===== src/rtl/temporizador_turno_pkg.sv =====
// Shared state codes for the turn timer, reused by the control unit and the debug display decoder.
package temporizador_turno_pkg;

  localparam logic [1:0] ST_OCIOSO   = 2'b00;
  localparam logic [1:0] ST_CONTANDO = 2'b01;
  localparam logic [1:0] ST_PAUSADO  = 2'b10;
  localparam logic [1:0] ST_ESGOTADO = 2'b11;

  typedef enum logic [1:0] {
    OCIOSO   = ST_OCIOSO,
    CONTANDO = ST_CONTANDO,
    PAUSADO  = ST_PAUSADO,
    ESGOTADO = ST_ESGOTADO
  } estado_t;

endpackage


===== src/rtl/temporizador_turno_divisor_tick.sv =====
// Mod-CLK_DIV prescaler: counts while enabled and flags the cycle on which it wraps back to zero.
module divisor_tick #(
  parameter int CLK_DIV = 50000000,
  parameter int DIV_W   = 26
) (
  input  logic clock,
  input  logic clear_i,
  input  logic enable_i,
  output logic wrap_o
);

  logic [DIV_W-1:0] cnt_q;
  logic [DIV_W-1:0] cnt_d;
  logic             at_top;

  assign at_top = (cnt_q == DIV_W'(CLK_DIV - 1));
  assign wrap_o = enable_i && at_top;

  always_comb begin
    cnt_d = cnt_q;
    if (clear_i) begin
      cnt_d = '0;
    end else if (enable_i) begin
      cnt_d = at_top ? '0 : cnt_q + DIV_W'(1);
    end
  end

  always_ff @(posedge clock) begin
    cnt_q <= cnt_d;
  end

endmodule


===== src/rtl/temporizador_turno.sv =====
// Turn timer: loads TEMPO seconds on iniciar, counts down on each prescaler wrap, pulses timeout at zero.
//   state    | meaning
//   OCIOSO   | idle, no turn in progress
//   CONTANDO | counting down remaining seconds
//   PAUSADO  | countdown and prescaler frozen
//   ESGOTADO | turn expired, restante held at 0
module temporizador_turno
  import temporizador_turno_pkg::*;
#(
  parameter int CLK_DIV = 50000000,
  parameter int DIV_W   = 26,
  parameter int TEMPO   = 30,
  parameter int T_W     = 6
) (
  input  logic           clock,
  input  logic           reset,
  input  logic           iniciar,
  input  logic           pausa,
  input  logic           cancela,
  output logic [T_W-1:0] restante,
  output logic           ativo,
  output logic           pausado,
  output logic           timeout,
  output logic           pronto,
  output logic [1:0]     db_estado
);

  estado_t        state_q, state_d;
  logic [T_W-1:0] restante_q, restante_d;
  logic           timeout_q, timeout_d;
  logic           clr_div;
  logic           wrap;

  divisor_tick #(
    .CLK_DIV (CLK_DIV),
    .DIV_W   (DIV_W)
  ) u_div (
    .clock    (clock),
    .clear_i  (reset || clr_div),
    .enable_i (state_q == CONTANDO),
    .wrap_o   (wrap)
  );

  always_comb begin
    state_d    = state_q;
    restante_d = restante_q;
    timeout_d  = 1'b0;
    clr_div    = 1'b0;
    unique case (state_q)
      OCIOSO: begin
        if (iniciar) begin
          state_d    = CONTANDO;
          restante_d = T_W'(TEMPO);
          clr_div    = 1'b1;
        end
      end
      CONTANDO: begin
        if (cancela) begin
          state_d    = OCIOSO;
          restante_d = '0;
          clr_div    = 1'b1;
        end else if (iniciar) begin
          restante_d = T_W'(TEMPO);
          clr_div    = 1'b1;
        end else begin
          if (wrap && restante_q != '0) begin
            restante_d = restante_q - T_W'(1);
            if (restante_q == T_W'(1)) begin
              state_d   = ESGOTADO;
              timeout_d = 1'b1;
            end
          end
          // expiry on the final wrap takes precedence over entering pause
          if (pausa && state_d == CONTANDO) state_d = PAUSADO;
        end
      end
      PAUSADO: begin
        if (cancela) begin
          state_d    = OCIOSO;
          restante_d = '0;
          clr_div    = 1'b1;
        end else if (iniciar) begin
          state_d    = CONTANDO;
          restante_d = T_W'(TEMPO);
          clr_div    = 1'b1;
        end else if (!pausa) begin
          state_d = CONTANDO;
        end
      end
      ESGOTADO: begin
        if (cancela) begin
          state_d    = OCIOSO;
          restante_d = '0;
          clr_div    = 1'b1;
        end else if (iniciar) begin
          state_d    = CONTANDO;
          restante_d = T_W'(TEMPO);
          clr_div    = 1'b1;
        end
      end
      default: state_d = OCIOSO;
    endcase
  end

  always_ff @(posedge clock) begin
    if (reset) begin
      state_q    <= OCIOSO;
      restante_q <= '0;
      timeout_q  <= 1'b0;
    end else begin
      state_q    <= state_d;
      restante_q <= restante_d;
      timeout_q  <= timeout_d;
    end
  end

  assign restante  = restante_q;
  assign timeout   = timeout_q;
  assign ativo     = (state_q == CONTANDO);
  assign pausado   = (state_q == PAUSADO);
  assign pronto    = (state_q == OCIOSO) || (state_q == ESGOTADO);
  assign db_estado = state_q;

endmodule


===== config.mk =====
export PLATFORM = sky130hd
export DESIGN_NAME = temporizador_turno
export DESIGN_NICKNAME = d
export VERILOG_FILES = /design/src/rtl/temporizador_turno_pkg.sv /design/src/rtl/temporizador_turno_divisor_tick.sv /design/src/rtl/temporizador_turno.sv
export SDC_FILE = /design/constraint.sdc
export NUM_CORES = 1
export LEC_CHECK = 0
export ABC_AREA = 1
export CORE_AREA = 4 4 61 91
export CTS_CLUSTER_SIZE = 30
export DETAILED_ROUTE_END_ITERATION = 8
export DIE_AREA = 0 0 65 95
export HOLD_SLACK_MARGIN = 0.05
export MAX_ROUTING_LAYER = met4
export PLACE_DENSITY = 0.72
export SLEW_MARGIN = 20
export SYNTH_ARGS = -nofsm -noshare
export SYNTH_HDL_FRONTEND = slang
export SYNTH_SLANG_ARGS = --single-unit

===== constraint.sdc =====
create_clock -name clock -period 2.1 [get_ports clock]
set_input_delay 0.315 -clock clock [delete_from_list [all_inputs] [get_ports clock]]
set_output_delay 0.315 -clock clock [all_outputs]
set_load 0.03 [all_outputs]

* After elaboration in Yosys (flattened, before gate mapping) *
Index checks and enable logic that the tools add are counted.

cells by class
  add/subtract/negate cells = 2
  eq/ne operators = 9
  muxes and demuxes = 25
  bitwise logic cells = 2
  reduce and logical (&&, ||, !) cells = 11

operators by type and width
  kind                     count
  $mux W6                  5
  $add A26 B1 Y26 const B  1
  $eq A26 B26 Y1 const B   1
  $mux W2                  13
  $mux W26                 1
  $pmux W6 S3              1
  $ne A4 B4 Y1 const B     2
  $pmux W2 S4              1
  $eq A6 B1 Y1 const B     1
  $reduce_bool A6 Y1       1
  $sub A6 B1 Y6 const B    1
  $reduce_or A5 Y1         1
  $eq A2 B1 Y1 const B     2
  $eq A2 B2 Y1 const B     2
  $logic_and A1 B1 Y1      3
  $mux W1                  3
  $ne A3 B3 Y1 const B     1
  $reduce_or A3 Y1         1
  $logic_not A2 Y1         1
  $logic_or A1 B1 Y1       2
  $not A1 Y1               2
  $pmux W1 S2              1
  $reduce_and A2 Y1        1
  $reduce_or A2 Y1         1

word-level totals
  register bits = 35
  input bits = 5
  output and inout bits = 12
  word-level logic and storage cells = 53

* Logic depth before layout (Yosys ltp) *
  word-level depth = 13
  gate-level depth with buffers = 13
  depth with buffers taken out = 12

* Modules after synthesis *
Synthesis repeated with hierarchy kept, for this count alone.

second synthesis, totals
  cells, all modules = 344
  area total of the unflattened synthesis = 2298.5 um^2

modules (own cells, without submodules)
  module              instances  cells an instance  area an instance (um^2)  sequential area each (um^2)
  divisor_tick        1          236                1545.2                   520.5
  temporizador_turno  1          108                753.2                    180.2

* Worst setup path before layout *
Ideal clock, no wire load.

  path type = reg-to-reg
  start point = register state_q[0], in the netlist db_estado[0]
  end point = register u_div.cnt_q[24]
  setup time = 117 ps
  arrival = 2084 ps
  data required time = 1983 ps
  setup slack = -101 ps
  cell stages (with the launch flop) = 12
  buffers on the path = 1
  clock period less this slack = 2201 ps
  cell sequence = dfxtp_1 ha_1 buf_4 nand2_1 nor2_4 nand2_1 nor2_1 nand2_1 nor2_2 nand2_1 o21ai_1 a21oi_1

on the way
  cells in the longest elaborated chain, start to end = 4
  elaborated cells between the ends (all ways) = 7
  those cells by class = eq/ne (3); mux (1); reduce/logical (3)

ends and longest elaborated chain
  item                               RTL line                               source
  start, declared                    temporizador_turno.sv:28               estado_t state_q, state_d;
  start signal, assigned             temporizador_turno.sv:111              state_q <= state_d;
  $eq A2 B1 Y1 *                     -
  named net ativo                    temporizador_turno.sv:21               output logic ativo,
  $reduce_or A3 Y1 (no source line)  -
  $pmux W1 S2                        temporizador_turno.sv:49               unique case (state_q)
  $logic_or A1 B1 Y1                 temporizador_turno.sv:39               .clear_i (reset || clr_div),
  end signal, assigned               temporizador_turno_divisor_tick.sv:29  cnt_q <= cnt_d;
  end, declared                      temporizador_turno_divisor_tick.sv:12  logic [DIV_W-1:0] cnt_q;

The timed path passes the listed nets; every way through them passes the cells marked *.
A chain may end at the register's enable or synchronous reset.

* Worst setup path after layout *
  start point = register state_q[0], in the netlist db_estado[0]
  end point = output pausado

on the way
  cells in the longest elaborated chain, start to end = 1

ends and longest elaborated chain
  item           RTL line                   source
  $eq A2 B2 Y1   temporizador_turno.sv:120  assign pausado = (state_q == PAUSADO);
  end, declared  temporizador_turno.sv:22   output logic pausado,

Every way passes these cells.

==> impl_metrics.tcl <==
set metrics [dict create \
    internal_power_mw 1.359 \
    seqPwrFrac_pct 34.1 \
    vdd_drop_max_uv 841.9 \
    drt_iter0_markers 62 \
    p_per_area_nw_per_um2 977.2 \
    setup_viol 0 \
    nets 323 \
    synth.area.top_cells "dfxtp_1, nand2_1, inv_1" \
    vias_per_cell 5.053 \
    gr-total-overflow 0 \
    power.switching_mw 1.017 \
    max_cap_viol_count 0 \
    grt_max_degree 13 \
    final_antenna_net_count 0 \
    vias 1905 \
    cts_tree "built" \
    htreeDepth 2 \
    grt.total_usage_pct 17.29 \
    hold_viol_final 0 \
    hpwl_um 3595 \
    setup_tns_ps 0 \
    root_buffer "clkbuf_8" \
    worstPathMaxFanout 7 \
    fp.dieW_um 65 \
    cp_data_arrival_time_ps 1700 \
    grt_pass1_wl_um 8183 \
    cts-hold-fix-buffers 0 \
    worstMarginPinSlew_ps 455.3 \
    syn_to_final_growth_pct 17.39 \
    startpoint_type "flop" \
    finalMaxSlewViolations 0 \
    cts_made_buffers 5 \
    cts_setup_buffers 0 \
    drc 0 \
    wire_per_inst_um 12.27 \
    p_comb_share_pct 45.5 \
    dieArea_sq_um 6175 \
    synthesis.area_sq_um 2072 \
    synth_cell_types 40 \
    layout-drive-gt1-share_pct 14.15 \
    fin_crit_ps 2012 \
    pin_count 17 \
    grt_pass1_vias 1865 \
    slew-limit-headroom_pct 69.33 \
    clock.fmax_mhz 497.0 \
    end_kind "primary output" \
    antenna_cells 0 \
    power.clock.fraction_pct 20.5 \
    fin_skew_ps 10.88 \
    clk_path_buf_depth 2 \
    switching_share_pct 42.81 \
    io_buffers 16 \
    critPathSlowestCell "clkdlybuf4s50_1" \
    yosysTopAreaCellShare_pct 33.82 \
    drt-total-wl_um 4624 \
    synth_largest_area_cell "dfxtp_1" \
    antenna_found_initial 0 \
    final_cell_mix "nand2_1, inv_1, nor2_1, dfxtp_1, a21oi_1" \
    yosysSeqAreaShare_pct 33.82 \
    slowest_delay_ps 680 \
    fin_util_pct 50.98 \
    core_sq_um 4771 \
    status "finished, final reports clean" \
    synth_fp_nets 300 \
    p_leak_nw 0.9796 \
    min_path_type "reg2reg" \
    final_common_cell "nand2_1" \
    crit_chain "inv_1 -> ha_1 -> clkdlybuf4s50_1" \
    crit_type "reg2out" \
    period_share_pct 95.81 \
    critical_path_required_ps 1780 \
    clk_latency_ps 290 \
    cts_sinks 35 \
    yosys_warnings 0 \
    rsz0062_at_grt "false" \
    synth-seq-cells 35 \
    dr.pass1.iters 4 \
    clkTransAtPathRegs_ps 80 \
    start_util_pct 43.43 \
    syn_inst 287 \
    die_h_um 95 \
    syn_avg_cell_area_sq_um 7.219 \
    globalplace.congestion 0.9182 \
    rows 31 \
]
[logic make-up (layout without fill, tap and decap cells)]
| group | Yosys count | in the layout | synth area share (%) |
|---|---|---|---|
| AO/OA/AOI/OAI | 53 | 53 | 14.98 |
| XOR/XNOR | 8 | 8 | 3.382 |
| flip-flops | 35 | 35 | 33.82 |
| buffers and inverters | 48 | 72 | 8.998 |
| AND/OR/NAND/NOR | 135 | 135 | 34.00 |
| adder cells (fa/ha/maj) | 8 | 8 | 4.831 |
[metrics by stage]
stage,instances,power (mW),area [sq um],hold WS (ps),worst slack (ps)
2_1_floorplan,287,1.564,2076,393.2,41.24
4_1_cts,377,2.362,2422,472.8,95.80
6_report,377,2.377,2432,469.6,88.09
3_5_place_dp,369,1.892,2340,459.2,121.4
5_1_grt,377,2.558,2432,502.5,33.08
3_3_place_gp,369,1.895,2340,454.6,189.8
[worst max-delay path: cells and delay by family (launching register included)]
| kind | cells | cell delay [ps] |
|---|---|---|
| flip-flops | 1 | 380 |
| buffers and inverters | 2 | 820 |
| adder cells (fa/ha/maj) | 1 | 210 |
[cells in the mapped netlist, drive strengths merged]
cell    count
o21a        4
nand3      15
inv        44
dfxtp      35
nor3       13
a41oi       1
o211a       1
xnor2       2
and3        1
nand4       7
ha          8
or2         2
a211oi      2
buf         3
a31oi       3
nor4        3
o211ai      1
xor2        6
o21ai      19
o31ai       1
clkbuf      1
nor2       42
nor3b       2
nand2      50
a21oi      21
[power groups by stage]
stage	clock network [mW]	registers (mW)	logic (mW)
3_5_place_dp	0	0.816	1.08
6_report	0.487	0.810	1.08
4_1_cts	0.499	0.803	1.06
2_1_floorplan	0	0.903	0.660
3_3_place_gp	0	0.818	1.08
5_1_grt	0.531	0.821	1.21
[metal layers]
layer / part of all wire (%) / track usage [%] / wire [um]
met1: 40 / 18.14 / 1872
met2: 54 / 31.94 / 2517
met3: 3.1 / 2.738 / 145
met4: 1.9 / 6.526 / 88
met5: 0 / - / 0
[timing repair]
| item | CTS | global route |
|---|---|---|
| gates resized for setup | 2 | 2 |
| cloned | 0 | 0 |
| endpoints found under the setup margin | 2 | 16 |
[layout make-up]
| cell class | count | area, sq um |
|---|---|---|
| fill | 485 | 2338 |
| multi-input combinational | 204 | 1197 |
| sequential | 35 | 701.9 |
| timing repair buffer | 20 | 200.2 |
| inverter | 44 | 165.2 |
| tap | 66 | 82.58 |
| clock buffer | 6 | 72.57 |
| clock inverter | 2 | 12.51 |
[flip-flops by register name, indices dropped and copies added, names as in the netlist]
name and count:
db_estado 2, u_div.cnt_q 26, timeout 1, restante 6
[path summary, 6_finish.rpt]
kind | from | endpoint | slack (ps) | cells past startpoint
max reg2reg | db_estado[0] | restante[1] | 240 | 10
max | db_estado[0] | pausado | 90 | 3
min reg2reg | u_div.cnt_q[25] | u_div.cnt_q[25] | 470 | 2
min | u_div.cnt_q[25] | u_div.cnt_q[25] | 470 | 2
Note: power is estimated with default switching activity, not from simulation.
